[src/rtl/sdram_request_arbiter_if.sv]
// Client-side request/response bundle for the two-port SDRAM front-end.
// Clients drive the master modport; the arbiter drives the slave modport.
interface sdram_request_arbiter_if;
    logic [1:0]       req_valid;
    logic [1:0]       req_ready;
    logic [1:0]       req_write;
    logic [1:0][21:0] req_address;
    logic [1:0][15:0] req_wdata;
    logic [1:0]       wr_ack;
    logic [1:0]       rd_valid;
    logic             rd_last;
    logic [15:0]      rd_data;

    modport master (
        output req_valid, req_write, req_address, req_wdata,
        input  req_ready, wr_ack, rd_valid, rd_last, rd_data
    );

    modport slave (
        input  req_valid, req_write, req_address, req_wdata,
        output req_ready, wr_ack, rd_valid, rd_last, rd_data
    );
endinterface

[src/rtl/sdram_request_arbiter.sv]
// Round-robin two-client arbiter in front of the AS4C4M16SA controller.
// It turns valid/ready requests into a level-held command and routes completions back.
module sdram_request_arbiter #(
    parameter int READ_BURST_LENGTH = 1,
    parameter int QUIET_CYCLES      = 64
) (
    input  logic                    clk,
    input  logic                    reset_n,
    sdram_request_arbiter_if.slave  bus,
    output logic [1:0]              command,
    output logic [21:0]             data_address,
    output logic [15:0]             data_write,
    input  logic [15:0]             data_read,
    input  logic                    data_read_valid,
    input  logic                    data_write_done
);
    localparam int QW = (QUIET_CYCLES > 1) ? $clog2(QUIET_CYCLES) : 1;
    localparam int BW = $clog2(READ_BURST_LENGTH + 1);
    localparam logic [QW-1:0] QUIET_INIT = QW'(QUIET_CYCLES - 1);
    localparam logic [BW-1:0] BURST_LEN  = BW'(READ_BURST_LENGTH);
    localparam logic [1:0] CMD_IDLE = 2'd0;
    localparam logic [1:0] CMD_WR   = 2'd1;
    localparam logic [1:0] CMD_RD   = 2'd2;

    typedef enum logic [1:0] {QUIET, IDLE, ISSUE, READ} state_t;

    state_t        state, state_nx;
    logic [QW-1:0] quiet_cnt, quiet_cnt_nx;
    logic [BW-1:0] beat_cnt, beat_cnt_nx, beat_inc;
    logic          rr, owner, owner_wr;
    logic          grant, load_req, clr_cmd, ack_wr, fwd_beat, beat_last;
    logic [1:0]    wr_ack_q, rd_valid_q;
    logic          rd_last_q;
    logic [15:0]   rd_data_q;

    assign bus.wr_ack   = wr_ack_q;
    assign bus.rd_valid = rd_valid_q;
    assign bus.rd_last  = rd_last_q;
    assign bus.rd_data  = rd_data_q;

    // Lone requester always wins; on a tie the rr pointer picks.
    assign grant    = bus.req_valid[1] & (~bus.req_valid[0] | rr);
    assign beat_inc = beat_cnt + 1'b1;

    always_comb begin
        state_nx      = state;
        quiet_cnt_nx  = quiet_cnt;
        beat_cnt_nx   = beat_cnt;
        bus.req_ready = '0;
        load_req      = 1'b0;
        clr_cmd       = 1'b0;
        ack_wr        = 1'b0;
        fwd_beat      = 1'b0;
        beat_last     = 1'b0;
        case (state)
            QUIET: begin
                if (quiet_cnt == '0) state_nx = IDLE;
                else                 quiet_cnt_nx = quiet_cnt - 1'b1;
            end
            IDLE: begin
                if (|bus.req_valid) begin
                    bus.req_ready[grant] = 1'b1;
                    load_req             = 1'b1;
                    state_nx             = ISSUE;
                end
            end
            ISSUE: begin
                // Completions of the other type are stray and dropped.
                if (owner_wr && data_write_done) begin
                    clr_cmd  = 1'b1;
                    ack_wr   = 1'b1;
                    state_nx = IDLE;
                end else if (!owner_wr && data_read_valid) begin
                    clr_cmd     = 1'b1;
                    fwd_beat    = 1'b1;
                    beat_cnt_nx = BW'(1);
                    beat_last   = (BURST_LEN == BW'(1));
                    state_nx    = beat_last ? IDLE : READ;
                end
            end
            READ: begin
                if (data_read_valid) begin
                    fwd_beat    = 1'b1;
                    beat_cnt_nx = beat_inc;
                    beat_last   = (beat_inc == BURST_LEN);
                    if (beat_last) state_nx = IDLE;
                end
            end
            default: state_nx = QUIET;
        endcase
    end

    always_ff @(posedge clk or negedge reset_n) begin
        if (!reset_n) begin
            state     <= QUIET;
            quiet_cnt <= QUIET_INIT;
            beat_cnt  <= '0;
        end else begin
            state     <= state_nx;
            quiet_cnt <= quiet_cnt_nx;
            beat_cnt  <= beat_cnt_nx;
        end
    end

    always_ff @(posedge clk or negedge reset_n) begin
        if (!reset_n) begin
            rr           <= 1'b0;
            owner        <= 1'b0;
            owner_wr     <= 1'b0;
            command      <= CMD_IDLE;
            data_address <= '0;
            data_write   <= '0;
            wr_ack_q     <= '0;
            rd_valid_q   <= '0;
            rd_last_q    <= 1'b0;
            rd_data_q    <= '0;
        end else begin
            wr_ack_q   <= ack_wr   ? {owner, ~owner} : 2'b00;
            rd_valid_q <= fwd_beat ? {owner, ~owner} : 2'b00;
            rd_last_q  <= fwd_beat & beat_last;
            if (fwd_beat) rd_data_q <= data_read;
            // Command stays level-held until its completion; the controller samples it when idle.
            if (load_req) begin
                data_address <= bus.req_address[grant];
                data_write   <= bus.req_wdata[grant];
                command      <= bus.req_write[grant] ? CMD_WR : CMD_RD;
                owner        <= grant;
                owner_wr     <= bus.req_write[grant];
                rr           <= ~grant;
            end else if (clr_cmd) begin
                command <= CMD_IDLE;
            end
        end
    end
endmodule
[src/flat_wrapper.sv]
// flat-port wrapper written by rule: the top's interface ports become plain ports
module sdram_request_arbiter_flat 
#(
    parameter int READ_BURST_LENGTH = 1,
    parameter int QUIET_CYCLES      = 64
)
  (clk, reset_n, command, data_address, data_write, data_read, data_read_valid, data_write_done, bus_req_valid, bus_req_write, bus_req_address, bus_req_wdata, bus_req_ready, bus_wr_ack, bus_rd_valid, bus_rd_last, bus_rd_data);
  sdram_request_arbiter_if bus_i ();
  input  logic clk;
  input  logic reset_n;
  output logic [1:0] command;
  output logic [21:0] data_address;
  output logic [15:0] data_write;
  input  logic [15:0] data_read;
  input  logic data_read_valid;
  input  logic data_write_done;
  input wire logic [$bits(bus_i.req_valid)-1:0] bus_req_valid;
  input wire logic [$bits(bus_i.req_write)-1:0] bus_req_write;
  input wire logic [$bits(bus_i.req_address)-1:0] bus_req_address;
  input wire logic [$bits(bus_i.req_wdata)-1:0] bus_req_wdata;
  output wire logic [$bits(bus_i.req_ready)-1:0] bus_req_ready;
  output wire logic [$bits(bus_i.wr_ack)-1:0] bus_wr_ack;
  output wire logic [$bits(bus_i.rd_valid)-1:0] bus_rd_valid;
  output wire logic [$bits(bus_i.rd_last)-1:0] bus_rd_last;
  output wire logic [$bits(bus_i.rd_data)-1:0] bus_rd_data;
  assign bus_i.req_valid = bus_req_valid;
  assign bus_i.req_write = bus_req_write;
  assign bus_i.req_address = bus_req_address;
  assign bus_i.req_wdata = bus_req_wdata;
  assign bus_req_ready = bus_i.req_ready;
  assign bus_wr_ack = bus_i.wr_ack;
  assign bus_rd_valid = bus_i.rd_valid;
  assign bus_rd_last = bus_i.rd_last;
  assign bus_rd_data = bus_i.rd_data;
  sdram_request_arbiter #(.READ_BURST_LENGTH(READ_BURST_LENGTH), .QUIET_CYCLES(QUIET_CYCLES)) u_core (.clk(clk), .reset_n(reset_n), .bus(bus_i), .command(command), .data_address(data_address), .data_write(data_write), .data_read(data_read), .data_read_valid(data_read_valid), .data_write_done(data_write_done));
endmodule
[config.mk]
export PLATFORM = sky130hd
export DESIGN_NAME = sdram_request_arbiter_flat
export DESIGN_NICKNAME = d
export VERILOG_FILES = /design/src/rtl/sdram_request_arbiter_if.sv /design/src/rtl/sdram_request_arbiter.sv /design/src/flat_wrapper.sv
export SDC_FILE = /design/constraint.sdc
export NUM_CORES = 1
export LEC_CHECK = 0
export ABC_AREA = 1
export CAP_MARGIN = 0
export CORE_MARGIN = 4
export CORE_UTILIZATION = 37
export CTS_BUF_LIST = sky130_fd_sc_hd__clkbuf_2 sky130_fd_sc_hd__clkbuf_4 sky130_fd_sc_hd__clkbuf_8
export DETAILED_ROUTE_END_ITERATION = 8
export GPL_TIMING_DRIVEN = 0
export PLACE_DENSITY = 0.79
export SKIP_CTS_REPAIR_TIMING = 1
export SYNTH_ARGS = -nofsm -noshare
export SYNTH_HDL_FRONTEND = slang
export SYNTH_SLANG_ARGS = --single-unit
export TNS_END_PERCENT = 30
[constraint.sdc]
create_clock -name clk -period 1.4 [get_ports clk]
set_input_delay 0.14 -clock clk [delete_from_list [all_inputs] [get_ports clk]]
set_output_delay 0.14 -clock clk [all_outputs]
set_load 0.01 [all_outputs]
==> implementation parameters, run 1 <==
Parameter                              Value

Floorplan
  Die outline height ... 100.2 um
  Horizontal die dimension ... 100.2 um
  Starting density of the core ... 38.11%
  I/O Pins ... 163
  Die area ... 0.01004 mm^2
  Area of the core ... 0.008258 mm^2
  Row count ... 33

Job
  Number of max-cap violations ... 0

Clocking
  Latest clock arrival within the worst-skew pair ... 340 ps
  Clock transition at the registers of the reported paths ... 80 ps
  Depth of the CTS H-tree ... 3
  CTS Buf Count ... 9
  TritonCTS clock tree ... built
  Buffer cell driving the clock tree root ... sky130_fd_sc_hd__clkbuf_8
  Num Clock Sinks ... 73
  CTS max path bufs ... 2

Pwr
  Sw Ratio ... 37.24%
  Share of total power in the clock network ... 15.5%
  Part of the total power dissipated in combinational logic ... 48.8%
  Internal power consumption ... 6.188 mW
  Sequential power share ... 35.7%
  P per Cell Area ... 1813 mW/mm^2
  Switching pwr ... 3.671 mW
  Lkg Pwr ... 3.117 nW
  Power consumption ... 9.859 mW
  Peak supply drop ... 869.6 uV

Critical path
  Element type at the critical path end ... output port
  Kind of start point of the critical path ... flop
  Slowest cell on the critical path ... sky130_fd_sc_hd__dfrtp_1
  Worst path arrival time ... 1480 ps
  Family of cells with the greatest summed delay on the critical path ... buffers and inverters
  Type of the worst setup path ... flop to output port
  Count of buffering cells on the critical path with inverters included ... 6
  Required time reported for the critical path endpoint ... 1260 ps
  CP Cell Sequence ... inv_2 -> nand2_4 -> inv_4 -> o21ai_4 -> inv_2 -> nand2_4 -> inv_4 -> buf_6 -> buf_6
  Highest cell delay on the worst timing path ... 430 ps
  Maximum fanout encountered on the critical timing path ... 6

STA
  Setup repair after global routing missed its margin ... yes
  Min Tclk post-route ... 1616 ps
  Final-report setup violation count ... 2
  Number of pins exceeding their max-slew limit in the final report ... 0
  Fmax achieved ... 618.8 MHz
  Worst setup slack after layout ... -216.1 ps
  Hold Violations, Final ... 0
  Worst Max-Slew Pin Slew ... 909.8 ps
  Worst hold slack ... 334.9 ps
  Ratio of final minimum period to clock period ... 115.4%
  Fin Clk Skew ... 7.643 ps
  Slew headroom ... 39.35%

Route
  Average detailed-routed wire length per instance ... 14.12 um
  Number of nets with antenna violations after routing ... 0
  Via count ... 3,083
  DRC viols ... 0
  Average via count per standard cell ... 4.636
  Length of the first detailed-routing pass in iterations ... 6
  Starting DRT DRC Count ... 101
  Total routed wirelength ... 9390 um

Placed design
  HPWL after detailed placement ... 6709 um
  Number of cells after detailed placement ... 636
  Routability-driven placement congestion ratio ... 0.7496
  Buffers on Ports ... 162

Run status
  Result of the run ... complete, but fails checks
  Violated checks ... negative setup slack

Synthesis
  Number of standard cells after synthesis ... 369
  Syn_nets ... 470
  Mean Syn Cell Area ... 8.528 um^2
  Yosys Warn Count ... 0
  Number of different library cells in the post-synthesis netlist ... 27
  Portion of the post-synthesis area used by sequential elements ... 58.29%
  Synthesized area ... 0.003147 mm^2
  Total of flip-flops plus latches after synthesis ... 73

Global routing
  All-Layer GR Usage ... 17.83%
  Vias in the first global route ... 3,024
  Antenna violations before repair ... 0
  Pin count of the biggest net entering global routing ... 74
  Grt total ovfl ... 0
  Wire length of the first global-routing pass ... 14,290 um

Layout
  Diodes inserted ... 0
  Filler cell count in the final layout ... 681
  Fraction of final layout cells sized beyond drive strength 1 ... 14.11%
  Fin cells ... 665
  Area grow syn2layout ... 72.80%
  Fin nets ... 656

Hold path
  Class of the most critical hold timing path ... input pin to flop
==> power groups by stage <==
stage	logic (mW)	registers (mW)	clock network, mW
3_3_place_gp	4.64	3.51	0
6_report	4.81	3.52	1.53
4_1_cts	4.76	3.54	1.56
3_5_place_dp	4.74	3.55	0
5_1_grt	5.28	3.65	1.65
2_1_floorplan	1.79	3.91	0
==> routing by layer <==
layer / global-route usage, % / vias to the layer above / wire length, um
met5: 0 / - / 0
met4: 4.560 / 0 / 112
met1: 21.15 / 1435 / 3623
met2: 30.89 / 103 / 4889
li1: - / 1536 / -
met3: 6.185 / 9 / 763
==> cell usage after synthesis <==
cell | instances | share of area (%)
sky130_fd_sc_hd__o21bai_1 | 1 | 0.24
sky130_fd_sc_hd__nor2_2 | 1 | 0.20
sky130_fd_sc_hd__nand3_1 | 37 | 5.9
sky130_fd_sc_hd__clkbuf_1 | 2 | 0.24
sky130_fd_sc_hd__nand3b_1 | 2 | 0.48
sky130_fd_sc_hd__nand4_1 | 2 | 0.40
sky130_fd_sc_hd__o21ai_2 | 1 | 0.28
sky130_fd_sc_hd__nand2_4 | 1 | 0.36
sky130_fd_sc_hd__nand2_2 | 2 | 0.40
sky130_fd_sc_hd__nand2_1 | 168 | 20
sky130_fd_sc_hd__xor2_1 | 2 | 0.56
sky130_fd_sc_hd__inv_1 | 10 | 1.2
sky130_fd_sc_hd__xnor2_1 | 1 | 0.28
sky130_fd_sc_hd__nor4_1 | 1 | 0.20
sky130_fd_sc_hd__o21ai_0 | 19 | 3.0
sky130_fd_sc_hd__a21oi_1 | 1 | 0.16
sky130_fd_sc_hd__buf_2 | 6 | 0.95
sky130_fd_sc_hd__nand3_2 | 1 | 0.32
sky130_fd_sc_hd__buf_4 | 2 | 0.48
sky130_fd_sc_hd__nor2_1 | 20 | 2.4
sky130_fd_sc_hd__dfrtp_1 | 67 | 53
sky130_fd_sc_hd__o21ai_1 | 3 | 0.48
sky130_fd_sc_hd__a21oi_4 | 1 | 0.52
sky130_fd_sc_hd__dfstp_2 | 6 | 5.0
sky130_fd_sc_hd__inv_2 | 7 | 0.84
sky130_fd_sc_hd__buf_6 | 4 | 1.4
sky130_fd_sc_hd__ha_1 | 1 | 0.40
==> stage by stage <==
step	utilization [%]	worst slack (ps)	TNS (ps)	area, um^2
global placement	59.36	-2291	-176080	4902
detailed placement	59.33	-872.4	-16080	4900
finish	65.85	-216.1	-422.1	5438
global route	65.85	-291.4	-1026	5438
floorplan	-	5.287	0	3149
CTS	61.53	-907.3	-4357	5081
==> sequential cells by signal, summed over array words and instances, names as in the netlist <==
register             count
u_core.rr                1
u_core.bus.rd_data      16
u_core.bus.rd_valid      2
u_core.command           2
u_core.data_address     22
u_core.beat_cnt          1
u_core.quiet_cnt         6
u_core.owner_wr          1
u_core.state             2
u_core.owner             1
u_core.data_write       16
u_core.bus.rd_last       1
u_core.bus.wr_ack        2
==> worst reg2reg max path: cells and delay by family (launching register included) <==
family	cells	cell delay (ps)
flip-flops	1	460
buffers and inverters	5	430
AND/OR/NAND/NOR	4	300
AO/OA/AOI/OAI	1	70
==> layout make-up <==
cell class	count	area (um^2)	share of cell area, %
tap	105	131.4	2.416
inverter	17	71.32	1.312
buffer	13	110.1	2.025
clock buffer	11	151.4	2.784
sequential	73	1836	33.76
clock inverter	5	30.03	0.5522
timing repair buffer	176	1858	34.17
multi-input combinational	265	1250	22.99
==> final timing paths <==
path / startpoint / to / slack, ps / cells after the start
min in group asynchronous: reset_n / u_core.bus.rd_data[14] / 480 / 2
setup reg to reg: u_core.state[0] / u_core.data_write[13] / 10 / 10
max in group asynchronous: reset_n / u_core.state[0] / 300 / 2
hold reg to reg: u_core.owner / u_core.bus.wr_ack[0] / 470 / 1
hold / removal: data_read[9] / u_core.bus.rd_data[9] / 330 / 3
setup / recovery: u_core.state[1] / bus_req_ready[0] / -220 / 9
==> logic make-up (layout without fill, tap and decap cells) <==
logic type      count (synthesis)  count (layout)  synth area share, %
simple gates                  235             235                30.66
flops                          73              73                58.29
buf+inv                        31             222                5.129
compound gates                 26              26                4.692
xor+xnor                        3               3               0.8351
fa+ha+maj                       1               1               0.3976
==> cells in the final DEF, fill, tap and decap left out, drive strengths merged, types with 2 or more instances in the layout <==
cell type and n:
nand2 171, clkdlybuf4s50 105, dfrtp 67, dlymetal6s2s 54, nand3 38, buf 27, o21ai 23, nor2 21
inv 17, clkbuf 13, dfstp 6, clkinv 3, nand4 2, nand3b 2, xor2 2, clkinvlp 2
a21oi 2
(Power assumes the default switching activity.)
==> run 2, diff against run 1 <==
--- a/config.mk
+++ b/config.mk
@@ -14,6 +14,7 @@
 export GPL_TIMING_DRIVEN = 0
 export PLACE_DENSITY = 0.79
 export SKIP_CTS_REPAIR_TIMING = 1
+export SKIP_LAST_GASP = 1
 export SYNTH_ARGS = -nofsm -noshare
 export SYNTH_HDL_FRONTEND = slang
 export SYNTH_SLANG_ARGS = --single-unit
==> implementation parameters, run 2 (synthesis gave the netlist of run 1 again) <==
Parameter                              Value

Run status
  Violated checks ... negative setup slack
  Result of the run ... complete, but fails checks

Route
  Average via count per standard cell ... 4.650 (+0.29%)
  Number of nets with antenna violations after routing ... 0 (unchanged)
  Starting DRT DRC Count ... 121 (+20%)
  Length of the first detailed-routing pass in iterations ... 4 (-2)
  Via count ... 3,092 (+0.29%)
  DRC viols ... 0 (unchanged)
  Total routed wirelength ... 9259 um (-1.4%)
  Average detailed-routed wire length per instance ... 13.92 um (-1.4%)

Placed design
  HPWL after detailed placement ... 6709 um (unchanged)
  Routability-driven placement congestion ratio ... 0.7496 (unchanged)
  Dpl cell area ... 0.004900 mm^2 (unchanged)
  Buffers on Ports ... 162 (unchanged)

Critical path
  Maximum fanout encountered on the critical timing path ... 6 (unchanged)
  Type of the worst setup path ... flop to output port
  Critical path destination ... bus_req_ready[0]
  Start point of the critical path ... u_core.state[1]
  RR Startpoint ... u_core.state[1]
  Required time reported for the critical path endpoint ... 1260 ps (about the same)
  Worst path arrival time ... 1480 ps (about the same)
  End of the worst register-to-register path ... u_core.bus.rd_data[12]
  Setup slack of the worst register-to-register path ... -30 ps (-40 ps)
  Worst-case reg-to-reg path depth ... 9 (-1)
  Kind of start point of the critical path ... flop
  Element type at the critical path end ... output port

STA
  Worst setup slack after layout ... -219.1 ps (-3.035 ps)
  Min Tclk post-route ... 1619 ps (+3.035 ps)
  Fin Clk Skew ... 6.790 ps (-0.8528 ps)
  Fmax achieved ... 617.6 MHz (-0.19%)
  Slew headroom ... 39.02% (-0.33 points)
  Final-report setup violation count ... 15 (+13)
  Hold Violations, Final ... 0 (unchanged)
  Worst Max-Slew Pin Slew ... 914.8 ps (+5.002 ps)
  Ratio of final minimum period to clock period ... 115.6% (+0.22 points)
  Number of pins exceeding their max-slew limit in the final report ... 0 (unchanged)
  Setup repair after global routing missed its margin ... yes

Layout
  Non-Filler Cell Area, Final ... 0.005273 mm^2 (-3.0%)
  Diodes inserted ... 0 (unchanged)
  Fraction of final layout cells sized beyond drive strength 1 ... 13.93% (-0.18 points)
  Area grow syn2layout ... 67.55%
  Fin nets ... 656 (unchanged)
  Max reg flops ... 22 (unchanged)
  Register name with the most flops ... u_core.data_address
  Top library cells by usage in the layout, fill and taps aside ... 164 x sky130_fd_sc_hd__nand2_1, 159 x sky130_fd_sc_hd__clkdlybuf4s50_1, 66 x sky130_fd_sc_hd__dfrtp_1, 34 x sky130_fd_sc_hd__nand3_1
  Most common cell after layout, fill and taps aside ... sky130_fd_sc_hd__nand2_1

Clocking
  Clock transition at the registers of the reported paths ... 80 ps (about the same)
  CTS Buf Count ... 9 (unchanged)
  Buffer cell driving the clock tree root ... sky130_fd_sc_hd__clkbuf_8
  CTS max path bufs ... 2 (unchanged)
  Latest clock arrival within the worst-skew pair ... 340 ps (about the same)
  Depth of the CTS H-tree ... 3 (unchanged)
  Num Clock Sinks ... 73 (unchanged)
  TritonCTS clock tree ... built

Pwr
  Power consumption ... 9.999 mW (+1.4%)
  Internal power consumption ... 6.343 mW (+2.5%)
  Sequential power share ... 35.5% (-0.2 points)
  Switching pwr ... 3.655 mW (-0.44%)
  Lkg Pwr ... 2.470 nW (-21%)
  P per Cell Area ... 1896 mW/mm^2 (+4.6%)
  Sw Ratio ... 36.56% (-0.68 points)
  Share of total power in the clock network ... 15.3% (-0.2 points)
  Peak supply drop ... 1027 uV (+18%)
  Part of the total power dissipated in combinational logic ... 49.2% (+0.4 points)

Floorplan
  Die area ... 0.01004 mm^2 (unchanged)
  Row count ... 33 (unchanged)
  Die outline height ... 100.2 um (unchanged)
  Starting density of the core ... 38.11% (unchanged)
  Horizontal die dimension ... 100.2 um (unchanged)
  I/O Pins ... 163 (unchanged)
  Area of the core ... 0.008258 mm^2 (unchanged)

Job
  Number of max-cap violations ... 0 (unchanged)

Hold path
  Class of the most critical hold timing path ... input pin to flop
  Hold Path Cell Cnt ... 3 (unchanged)

Global routing
  Pin count of the biggest net entering global routing ... 74 (unchanged)
  Wire length of the first global-routing pass ... 14,290 um (unchanged)
  Vias in the first global route ... 3,024 (unchanged)
  Antenna violations before repair ... 0 (unchanged)
  All-Layer GR Usage ... 17.83% (unchanged)
  Grt total ovfl ... 0 (unchanged)
[run 2: cell type report]
class	instances	area, um^2
fillers	711	2985
flip-flops and latches	73	1836
repair buffers	176	1723
multi-input cells	265	1231
clock buffers	11	151.4
well taps	105	131.4
plain buffers	13	101.3
inverters	17	68.82
clock inverters	5	30.03
[run 2: worst max-delay path, cell delays in order, from the launching register on]
cell and delay [ps]:
sky130_fd_sc_hd__dfrtp_1 430, sky130_fd_sc_hd__inv_2 80, sky130_fd_sc_hd__nand2_4 70, sky130_fd_sc_hd__inv_4 70, sky130_fd_sc_hd__o21ai_4 60, sky130_fd_sc_hd__inv_2 100
sky130_fd_sc_hd__nand2_4 60, sky130_fd_sc_hd__inv_4 60, sky130_fd_sc_hd__buf_6 110, sky130_fd_sc_hd__buf_6 100
[run 2: worst min path at each step]
stage	to	startpoint
6_report	u_core.bus.rd_data[7]	data_read[7]
5_1_grt	u_core.bus.rd_data[5]	data_read[5]
4_1_cts	u_core.bus.rd_data[4]	reset_n
3_5_place_dp	u_core.bus.rd_data[14]	reset_n
3_3_place_gp	u_core.bus.wr_ack[0]	u_core.owner
2_1_floorplan	u_core.beat_cnt	reset_n
[run 2: layer usage]
layer  global-route usage [%]  routed length [um]  up-vias
li1                         -                   -     1535
met1                    21.15                3609     1441
met2                    30.89                4821      109
met3                    6.185                 742        7
met4                    4.560                  86        0
met5                        0                   0        -
[run 2: power groups by stage]
stage               sequential [mW]  combinational [mW]  clock [mW]
detailed placement             3.55                4.74           0
global placement               3.51                4.64           0
floorplan                      3.91                1.79           0
global route                   3.67                5.40        1.65
finish                         3.55                4.92        1.53
CTS                            3.54                4.76        1.56
[run 2: metrics by stage]
| stage | utilization (%) | setup WS [ps] | TNS (ps) | hold WS, ps | cells |
|---|---|---|---|---|---|
| finish | 63.85 | -219.1 | -631.8 | 333.3 | 665 |
| global route | 63.85 | -292.9 | -3966 | 339.1 | 665 |
| CTS | 61.53 | -907.3 | -4357 | -36.89 | 652 |
| detailed placement | 59.33 | -872.4 | -16080 | 334.9 | 636 |
| global placement | 59.36 | -2291 | -176080 | 441.9 | 636 |
| floorplan | - | 5.287 | 0 | -155.6 | 369 |
==> run 3, diff against run 2 <==
--- a/config.mk
+++ b/config.mk
@@ -12,7 +12,7 @@
 export CTS_BUF_LIST = sky130_fd_sc_hd__clkbuf_2 sky130_fd_sc_hd__clkbuf_4 sky130_fd_sc_hd__clkbuf_8
 export DETAILED_ROUTE_END_ITERATION = 8
 export GPL_TIMING_DRIVEN = 0
-export PLACE_DENSITY = 0.79
+export PLACE_DENSITY_LB_ADDON = 0.15
 export SKIP_CTS_REPAIR_TIMING = 1
 export SKIP_LAST_GASP = 1
 export SYNTH_ARGS = -nofsm -noshare
==> implementation parameters, run 3 (synthesis gave the netlist of run 1 again) <==
Parameter                              Value

Floorplan
  Horizontal die dimension ... 100.2 um (unchanged)
  Die outline height ... 100.2 um (unchanged)
  Area of the core ... 0.008258 mm^2 (unchanged)
  Starting density of the core ... 38.11% (unchanged)
  Row count ... 33 (unchanged)
  Die area ... 0.01004 mm^2 (unchanged)
  I/O Pins ... 163 (unchanged)

Layout
  Fin nets ... 667 (+1.7%)
  Filler cell count in the final layout ... 681 (-4.2%)
  Most common cell after layout, fill and taps aside ... sky130_fd_sc_hd__nand2_1
  Diodes inserted ... 0 (unchanged)
  Register name with the most flops ... u_core.data_address
  Top library cells by usage in the layout, fill and taps aside ... 167 x sky130_fd_sc_hd__nand2_1, 159 x sky130_fd_sc_hd__clkdlybuf4s50_1, 65 x sky130_fd_sc_hd__dfrtp_1, 34 x sky130_fd_sc_hd__nand3_1, 22 x sky130_fd_sc_hd__buf_4
  Fraction of final layout cells sized beyond drive strength 1 ... 15.41% (+1.5 points)
  Max reg flops ... 22 (unchanged)
  Area grow syn2layout ... 72.13%
  Non-Filler Cell Area, Final ... 0.005416 mm^2 (+2.7%)
  Fraction of the core area covered by cells at the end of the flow ... 65.59% (+1.7 points)

Hold path
  Class of the most critical hold timing path ... input pin to async pin

STA
  Worst Max-Slew Pin Slew ... 346.4 ps (-568.4 ps)
  Hold Violations, Final ... 0 (unchanged)
  Final-report setup violation count ... 17 (+2)
  Slew headroom ... 76.69% (+38 points)
  Worst setup slack after layout ... -167.9 ps (+51.24 ps)
  Fmax achieved ... 637.8 MHz (+3.3%)
  Ratio of final minimum period to clock period ... 112.0% (-3.7 points)
  Setup repair after global routing missed its margin ... yes
  Summed negative setup slack over all endpoints ... -889.8 ps (-258.0 ps)
  Number of pins exceeding their max-slew limit in the final report ... 0 (unchanged)
  Min Tclk post-route ... 1568 ps (-51.23 ps)
  Fin Clk Skew ... 6.396 ps (-0.3937 ps)

Critical path
  RR Startpoint ... u_core.state[0]
  Family of cells with the greatest summed delay on the critical path ... buffers and inverters
  Element type at the critical path end ... output port
  Count of buffering cells on the critical path with inverters included ... 6 (unchanged)
  Required time reported for the critical path endpoint ... 1260 ps (about the same)
  Setup slack of the worst register-to-register path ... -80 ps (-50 ps)
  End of the worst register-to-register path ... u_core.bus.rd_data[7]
  Maximum fanout encountered on the critical timing path ... 6 (unchanged)
  Kind of start point of the critical path ... flop
  CP Cell Sequence ... inv_2 -> nand2_4 -> inv_4 -> o21ai_4 -> inv_2 -> nand2_4 -> inv_4 -> buf_6 -> buf_6
  Start point of the critical path ... u_core.state[1]
  Slowest cell on the critical path ... sky130_fd_sc_hd__dfrtp_2
  Worst path arrival time ... 1430 ps (-50 ps)
  Highest cell delay on the worst timing path ... 410 ps (-20 ps)
  Type of the worst setup path ... flop to output port
  Worst-case reg-to-reg path depth ... 10 (+1)

Placed design
  Routability-driven placement congestion ratio ... 0.7597 (+1.3%)
  Dpl cell area ... 0.004927 mm^2 (+0.56%)
  HPWL after detailed placement ... 6929 um (+3.3%)
  Buffers on Ports ... 162 (unchanged)

Global routing
  Pin count of the biggest net entering global routing ... 50 (-32%)
  Vias in the first global route ... 3,080 (+1.9%)
  Grt total ovfl ... 0 (unchanged)
  Antenna violations before repair ... 0 (unchanged)
  Wire length of the first global-routing pass ... 14,500 um (+1.5%)
  All-Layer GR Usage ... 18.01% (+0.18 points)

Clocking
  Buffer cell driving the clock tree root ... sky130_fd_sc_hd__clkbuf_8
  CTS Buf Count ... 9 (unchanged)
  Depth of the CTS H-tree ... 3 (unchanged)
  CTS max path bufs ... 2 (unchanged)
  Latest clock arrival within the worst-skew pair ... 340 ps (about the same)
  Clock transition at the registers of the reported paths ... 80 ps (about the same)
  TritonCTS clock tree ... built
  Num Clock Sinks ... 73 (unchanged)

Pwr
  P per Cell Area ... 1925 mW/mm^2 (+1.5%)
  Power consumption ... 10.43 mW (+4.3%)
  Peak supply drop ... 971.4 uV (-5.4%)
  Lkg Pwr ... 2.540 nW (+2.9%)

Route
  Total routed wirelength ... 9312 um (+0.57%)
  Average detailed-routed wire length per instance ... 13.78 um (-1.1%)
  DRC viols ... 0 (unchanged)
  Via count ... 3,142 (+1.6%)
  Starting DRT DRC Count ... 88 (-27%)
  Average via count per standard cell ... 4.648 (about the same)
  Number of nets with antenna violations after routing ... 0 (unchanged)
  Length of the first detailed-routing pass in iterations ... 4 (unchanged)

Run status
  Result of the run ... complete, but fails checks
  Violated checks ... negative setup slack

Job
  Number of max-cap violations ... 0 (unchanged)
-- run 3: through the flow --
stage                     instances  setup WS (ps)  hold WS [ps]
after CTS                       653         -917.3        -299.5
after detailed placement        637         -860.8         74.85
after global routing            676         -227.4         276.4
final                           676         -167.9         246.5
after global placement          636          -2391         442.9
after floorplan                 369          5.287        -155.6
-- run 3: per-layer routing --
layer | GRT usage (%) | wire (um)
met1 | 22.07 | 3729
met2 | 29.61 | 4527
met3 | 6.185 | 889
met4 | 6.321 | 165
met5 | 0 | 0
-- run 3: how the worst max path moves through the flow --
stage               cells past startpoint                    to  slack [ps]
finish                                  9      bus_req_ready[0]        -170
floorplan                               8   u_core.quiet_cnt[5]           5
detailed placement                      6      bus_req_ready[1]        -860
global placement                        1  u_core.data_write[2]       -2390
global route                            9      bus_req_ready[0]        -230
CTS                                     6      bus_req_ready[1]        -920
-- run 3: layout make-up --
| type | count | area, um^2 | share of cell area (%) |
|---|---|---|---|
| Buffer | 14 | 118.9 | 2.195 |
| Clock buffer | 9 | 123.9 | 2.287 |
| Clock inverter | 7 | 78.83 | 1.455 |
| Inverter | 17 | 68.82 | 1.271 |
| Multi-Input combinational cell | 265 | 1219 | 22.50 |
| Sequential cell | 73 | 1837 | 33.91 |
| Tap cell | 105 | 131.4 | 2.426 |
| Timing Repair Buffer | 186 | 1839 | 33.96 |
-- run 3: where the power goes --
group	leakage [nW]	switching [mW]	total, mW	internal (mW)
Clock	0.0925	0.844	1.68	0.838
Sequential	0.890	0.492	3.53	3.04
Combinational	1.56	2.43	5.22	2.79
Total	2.54	3.77	10.4	6.66
